`src/rtl/scan_pkg.sv`:
```
// Shared types and default timing constants for the scan sequencer and its step generator.
package scan_pkg;

  localparam int unsigned LINES_W = 24;
  localparam int unsigned RESO_W  = 8;
  localparam int unsigned CNT_W   = 32;

  localparam int unsigned DEF_STEP_HIGH_CYC = 100;
  localparam int unsigned DEF_STEP_LOW_CYC  = 100;
  localparam int unsigned DEF_SETTLE_CYC    = 50;
  localparam int unsigned DEF_LINE_TIMEOUT  = 1000000;

  typedef enum logic [2:0] {
    S_IDLE,
    S_ARM,
    S_INTEG,
    S_STEP,
    S_SETTLE,
    S_DONE,
    S_ERR
  } scan_state_e;

  typedef enum logic [1:0] {
    P_IDLE,
    P_HIGH,
    P_LOW
  } step_phase_e;

endpackage

```
`src/rtl/step_pulse_gen.sv`:
```
// Emits count_i+1 step pulses, each HIGH_CYC high followed by LOW_CYC low,
// then a one-cycle done_o; abort_i drops everything immediately.
module step_pulse_gen
  import scan_pkg::*;
#(
  parameter int unsigned HIGH_CYC = DEF_STEP_HIGH_CYC,
  parameter int unsigned LOW_CYC  = DEF_STEP_LOW_CYC
) (
  input  logic              clk,
  input  logic              rst,
  input  logic              start_i,
  input  logic              abort_i,
  input  logic [RESO_W-1:0] count_i,
  output logic              step_o,
  output logic              busy_o,
  output logic              done_o
);

  step_phase_e       phase_q, phase_d;
  logic [CNT_W-1:0]  cyc_q, cyc_d;
  logic [RESO_W-1:0] left_q, left_d;
  logic              step_q, step_d;
  logic              busy_q, busy_d;
  logic              done_q, done_d;

  always_comb begin
    phase_d = phase_q;
    cyc_d   = cyc_q + CNT_W'(1);
    left_d  = left_q;
    step_d  = 1'b0;
    done_d  = 1'b0;
    if (abort_i) begin
      phase_d = P_IDLE;
      cyc_d   = '0;
      left_d  = '0;
    end else begin
      case (phase_q)
        P_IDLE: begin
          cyc_d = '0;
          if (start_i) begin
            phase_d = P_HIGH;
            left_d  = count_i;
            step_d  = 1'b1;
          end
        end
        P_HIGH: begin
          step_d = 1'b1;
          if (cyc_q == CNT_W'(HIGH_CYC - 1)) begin
            phase_d = P_LOW;
            cyc_d   = '0;
            step_d  = 1'b0;
          end
        end
        P_LOW: begin
          if (cyc_q == CNT_W'(LOW_CYC - 1)) begin
            cyc_d = '0;
            if (left_q == '0) begin
              phase_d = P_IDLE;
              done_d  = 1'b1;
            end else begin
              phase_d = P_HIGH;
              left_d  = left_q - RESO_W'(1);
              step_d  = 1'b1;
            end
          end
        end
        default: phase_d = P_IDLE;
      endcase
    end
    busy_d = (phase_d != P_IDLE);
  end

  always_ff @(posedge clk) begin
    if (rst) begin
      phase_q <= P_IDLE;
      cyc_q   <= '0;
      left_q  <= '0;
      step_q  <= 1'b0;
      busy_q  <= 1'b0;
      done_q  <= 1'b0;
    end else begin
      phase_q <= phase_d;
      cyc_q   <= cyc_d;
      left_q  <= left_d;
      step_q  <= step_d;
      busy_q  <= busy_d;
      done_q  <= done_d;
    end
  end

  assign step_o = step_q;
  assign busy_o = busy_q;
  assign done_o = done_q;

endmodule

```
`src/rtl/scan_sequencer.sv`:
```
// Line-scan sequencer: alternates sensor integration and motor stepping for a
// latched number of lines, with abort on run falling and a readout timeout.
module scan_sequencer
  import scan_pkg::*;
#(
  parameter int unsigned STEP_HIGH_CYC = DEF_STEP_HIGH_CYC,
  parameter int unsigned STEP_LOW_CYC  = DEF_STEP_LOW_CYC,
  parameter int unsigned SETTLE_CYC    = DEF_SETTLE_CYC,
  parameter int unsigned LINE_TIMEOUT  = DEF_LINE_TIMEOUT
) (
  input  logic               clk_100M,
  input  logic               rst,
  input  logic               run,
  input  logic [LINES_W-1:0] lines,
  input  logic [RESO_W-1:0]  reso_div,
  input  logic               line_done,
  output logic               sensor_start,
  output logic               motor_step,
  output logic               motor_en,
  output logic               busy,
  output logic               done,
  output logic               err,
  output logic [LINES_W-1:0] line_cnt
);

  scan_state_e        state_q, state_d, prev_q;
  logic               run_q, hold_q;
  logic [LINES_W-1:0] lines_q, lines_d;
  logic [RESO_W-1:0]  reso_q, reso_d;
  logic [LINES_W-1:0] line_cnt_q, line_cnt_d, line_cnt_inc;
  logic [CNT_W-1:0]   cnt_q, cnt_d;
  logic               sensor_start_q, sensor_start_d;
  logic               busy_q, busy_d;
  logic               motor_en_q, motor_en_d;
  logic               done_q, done_d;
  logic               err_q, err_d;
  logic               start_c, abort_c, active_c, gen_start_c;
  logic               gen_busy, gen_done;

  // hold_q blocks a start until run has been seen low after reset
  assign start_c  = run & ~run_q & ~hold_q & ((state_q == S_IDLE) | (state_q == S_ERR));
  assign active_c = (state_q == S_ARM) | (state_q == S_INTEG) |
                    (state_q == S_STEP) | (state_q == S_SETTLE);
  assign abort_c  = ~run & run_q & active_c;
  assign line_cnt_inc = line_cnt_q + LINES_W'(1);

  always_comb begin
    state_d     = state_q;
    lines_d     = lines_q;
    reso_d      = reso_q;
    line_cnt_d  = line_cnt_q;
    cnt_d       = cnt_q + CNT_W'(1);
    gen_start_c = 1'b0;
    if (abort_c) begin
      state_d = S_IDLE;
    end else begin
      case (state_q)
        S_IDLE, S_ERR: begin
          if (start_c) begin
            state_d    = S_ARM;
            lines_d    = lines;
            reso_d     = reso_div;
            line_cnt_d = '0;
          end
        end
        S_ARM:   state_d = (lines_q == '0) ? S_DONE : S_INTEG;
        S_INTEG: begin
          if (line_done) begin
            line_cnt_d = line_cnt_inc;
            if (line_cnt_inc == lines_q) begin
              state_d = S_DONE;
            end else begin
              state_d     = S_STEP;
              gen_start_c = 1'b1;
            end
          end else if (cnt_q == CNT_W'(LINE_TIMEOUT - 1)) begin
            state_d = S_ERR;
          end
        end
        S_STEP:   if (gen_done && !gen_busy) state_d = S_SETTLE;
        S_SETTLE: if (cnt_q == CNT_W'(SETTLE_CYC - 1)) state_d = S_INTEG;
        S_DONE:   state_d = S_IDLE;
        default:  state_d = S_IDLE;
      endcase
    end
    if (state_d != state_q) cnt_d = '0;

    // Status outputs follow the state register by one cycle
    sensor_start_d = (state_q == S_INTEG) && (prev_q != S_INTEG) && !abort_c;
    busy_d         = (active_c || (state_q == S_DONE)) && !abort_c;
    motor_en_d     = busy_d;
    done_d         = (state_q == S_DONE);
    err_d          = (state_q == S_ERR) && !start_c;
  end

  always_ff @(posedge clk_100M) begin
    if (rst) begin
      state_q        <= S_IDLE;
      prev_q         <= S_IDLE;
      run_q          <= 1'b0;
      hold_q         <= 1'b1;
      lines_q        <= '0;
      reso_q         <= '0;
      line_cnt_q     <= '0;
      cnt_q          <= '0;
      sensor_start_q <= 1'b0;
      busy_q         <= 1'b0;
      motor_en_q     <= 1'b0;
      done_q         <= 1'b0;
      err_q          <= 1'b0;
    end else begin
      state_q        <= state_d;
      prev_q         <= state_q;
      run_q          <= run;
      hold_q         <= hold_q & run;
      lines_q        <= lines_d;
      reso_q         <= reso_d;
      line_cnt_q     <= line_cnt_d;
      cnt_q          <= cnt_d;
      sensor_start_q <= sensor_start_d;
      busy_q         <= busy_d;
      motor_en_q     <= motor_en_d;
      done_q         <= done_d;
      err_q          <= err_d;
    end
  end

  step_pulse_gen #(
    .HIGH_CYC (STEP_HIGH_CYC),
    .LOW_CYC  (STEP_LOW_CYC)
  ) u_step (
    .clk     (clk_100M),
    .rst     (rst),
    .start_i (gen_start_c),
    .abort_i (abort_c),
    .count_i (reso_q),
    .step_o  (motor_step),
    .busy_o  (gen_busy),
    .done_o  (gen_done)
  );

  assign sensor_start = sensor_start_q;
  assign busy         = busy_q;
  assign motor_en     = motor_en_q;
  assign done         = done_q;
  assign err          = err_q;
  assign line_cnt     = line_cnt_q;

endmodule

```
`config.mk`:
```
export PLATFORM = sky130hd
export DESIGN_NAME = scan_sequencer
export DESIGN_NICKNAME = d
export VERILOG_FILES = /design/src/rtl/scan_pkg.sv /design/src/rtl/step_pulse_gen.sv /design/src/rtl/scan_sequencer.sv
export SDC_FILE = /design/constraint.sdc
export NUM_CORES = 1
export LEC_CHECK = 0
export ABC_AREA = 1
export CORE_MARGIN = 5
export CORE_UTILIZATION = 53
export CTS_BUF_LIST = sky130_fd_sc_hd__clkbuf_16
export CTS_CLUSTER_DIAMETER = 120
export DETAILED_ROUTE_END_ITERATION = 12
export PLACE_DENSITY = 0.76
export SLEW_MARGIN = 15
export SYNTH_ARGS = -nofsm -noshare
export SYNTH_HDL_FRONTEND = slang
export SYNTH_SLANG_ARGS = --single-unit
export TNS_END_PERCENT = 10
```
`constraint.sdc`:
```
create_clock -name clk_100M -period 2.46 [get_ports clk_100M]
set_clock_uncertainty 0.15 [all_clocks]
set_input_delay 0.492 -clock clk_100M [delete_from_list [all_inputs] [get_ports clk_100M]]
set_output_delay 0.492 -clock clk_100M [all_outputs]
set_load 0.02 [all_outputs]
```
==> impl_metrics.ini, run 1 <==
[route]
via_per_inst = 5.44
vias = 9063
firstDrtPassIters = 8
wl_per_cell_um = 15.1
drc = 0
routed_wl_um = 25100
detail-route-antenna-nets = 0
drt_iter0_drc = 725

[layout]
drive_gt1_share_pct = 25.5
fin_nets = 1489
fin_util_pct = 75.7
fin_cells = 1667
synthToLayoutAreaGrowth_pct = 39.9
nFillCells = 1134
antenna_cells = 0

[timing]
rsz0062_at_grt = true
setup_tns_ns = -8.57
worst_pin_slew_ns = 0.562
relSlewSlack_pct = 62.2
min_period_ns = 2.73
finalHoldViolations = 0
timing.hold.ws_ns = 0.308
timing.fmax_mhz = 366
setup_viol = 44
timing.final.ws_setup_ns = -0.269
finalCritPeriodShare_pct = 111
drv_slew = 0

[clock_network]
clkLatencyLatePin_ns = 0.44
clock-sinks = 145
root_buffer = clkbuf_16
clk_pin_slew_ns = 0.07
cts_inserted_buffers = 17
ctsHoldBuffers = 0
cts_tree = built
htreeDepth = 4
clockBufferDepth = 2

[synth]
synth_area_leaders = dfxtp_1, nand2_1, inv_1, nand3_1, nor2_1
synthesis.area_um2 = 8260
syn-num-nets = 1266
yosysWarningCount = 0
synth-edff-count = 0
yosysSeqAreaShare_pct = 35.1
syn-instance-count = 1220
async_reset_ff_share_pct = 0
syn_area_per_cell_um2 = 6.77
yosysUniqueCellTypes = 42
synth.top_cell.area_share_pct = 35.1
synth_seq_cells = 145
ys.flop_type = dfxtp_1
synth_top_area_cell = dfxtp_1

[placement]
post-place-ws_ns = -0.207
dpl.hpwl_um = 16800
dp.cells = 1620
gp_congestion = 0.975
port_buffers = 65

[pwr]
p_leak_uw = 0.00469
power.density_nw_per_um2 = 575
peakVddDrop_mv = 0.550

[setup_path]
cp.arrival_ns = 2.95
path_class = reg2reg
cp-start-kind = flop
end_kind = flop
required_ns = 2.68
critPathMaxFanout = 7

[global_route]
grt_max_degree = 40
gr-total-overflow = 0
grt_antenna_before_repair = 0
grt_pass1_vias = 8194
grt_pass1_wl_um = 38000
grt_usage_pct = 25.6

[die]
rows = 45
dieHeight_um = 135
dieArea_um2 = 18200
die_w_um = 135
start_util_pct = 54.1
core_um2 = 15300
io_pins = 66

[status]
violations = setup timing
status = finished, violations left

[hold_path]
hp-class = reg2reg

[job]
maxCapViolations = 0
==> through the flow <==
step | instance area [µm²] | power (µW)
2_1_floorplan | 8270 | 3390
3_3_place_gp | 10300 | 3840
3_5_place_dp | 10300 | 3870
4_1_cts | 10900 | 6400
5_1_grt | 11600 | 6890
6_report | 11600 | 6640
==> repair_timing <==
| action | CTS | global route |
|---|---|---|
| gates cloned | 0 | 3 |
| buffers inserted | 0 | 12 |
| setup endpoints to repair | 47 | 69 |
| pin swaps | 0 | 33 |
| resized for setup | 9 | 121 |
==> placed cells by master (no fill, tap or decap), types with 16 or more instances in the layout <==
cell type        synthesis  layout
nor2_2                   8      16
nor2_1                 151     135
nor3_2                  33      35
nor4_1                  20      19
nand3_2                  3      28
a21oi_1                 71      70
nor3_1                  38      29
buf_4                    2     159
xor2_1                  43      43
clkdlybuf4s50_1          0      65
inv_1                  164     161
clkbuf_16                0      20
o21ai_0                 48      47
nand4_1                 30      30
nand2_1                249     226
nand3_1                119      89
dfxtp_1                145     131
nand2_2                  9      24
==> state kept, by name, summed over array words and instances, names as in the netlist <==
signal          flops
err                 1
cnt_q              32
state_q             3
u_step.done_o       1
prev_q              3
hold_q              1
run_q               1
line_cnt           24
u_step.left_q       8
done                1
reso_q              8
u_step.cyc_q       32
sensor_start        1
motor_en            1
u_step.phase_q      2
lines_q            24
u_step.busy_o       1
u_step.step_o       1
==> kinds of logic (layout without fill, tap and decap cells) <==
kind of cell,count (synthesis),count (layout),share of synthesized area [%]
simple gates,675,675,39.0
buf+inv,202,438,9.86
flops,145,145,35.1
compound gates,131,131,8.27
xor+xnor,56,56,6.11
fa+ha+maj,10,10,1.51
mux,1,1,0.121
==> cell type report <==
cell class	instances	area, µm²	share of cell area, %
clock inverter	15	148	1.28
clock buffer	17	425	3.68
timing repair buffer	237	2090	18.1
tap	211	264	2.28
multi-input combinational	873	5060	43.8
inverter	169	634	5.49
sequential	145	2930	25.3
==> cell usage after synthesis (all sizes together) (20+ instances only) <==
cell	instances
nor4	20
xor2	43
inv	168
nand3	123
nor2	164
nor3	71
nand4	30
nand2	258
o21ai	51
clkbuf	21
a21oi	71
dfxtp	145
==> layer usage <==
| layer | share of wire (%) | vias up | global-route usage, % |
|---|---|---|---|
| met3 | 7.1 | 69 | 5.40 |
| li1 | - | 4411 | - |
| met2 | 48 | 380 | 42.2 |
| met4 | 3.0 | 0 | 9.05 |
| met1 | 42 | 4203 | 33.2 |
| met5 | 0 | - | 0 |
==> where the power goes <==
part,switching [µW],leakage (µW),internal (µW)
combinational,907,0.00323,661
clock,1140,0.000274,1420
sequential,69.7,0.00118,2440
==> worst paths after layout <==
path | startpoint | endpoint | slack, ns | cells past startpoint
setup / recovery | line_cnt[0] | cnt_q[28] | -0.27 | 19
hold / removal | hold_q | hold_q | 0.31 | 2
setup reg to reg | line_cnt[0] | cnt_q[28] | -0.27 | 19
hold reg to reg | hold_q | hold_q | 0.31 | 2
==> worst max-delay path: stages, from the launching register on <==
cell,delay (ns)
dfxtp_4,0.39
ha_4,0.18
nand2_4,0.08
nor2_8,0.19
buf_6,0.14
nand3_4,0.07
nand3_2,0.07
nand2_1,0.07
inv_2,0.06
nand2_1,0.07
nor2_2,0.16
nand3_2,0.10
nor2_2,0.11
nand3_1,0.10
nand3_2,0.10
nand2_2,0.07
nand2_2,0.07
nand3_4,0.15
buf_12,0.19
nor3_4,0.15
(Power assumes the default switching activity.)
==> run 2: changes to the inputs <==
CAP_MARGIN = 20   (was not set)
==> results of run 2 <==
Final layout, timing and power as in run 1 (identical DEF).
==> run 3: changes to the inputs <==
CTS_CLUSTER_DIAMETER = 80   (was 120)
==> results of run 3 <==
Final layout, timing and power as in run 1 (identical DEF).
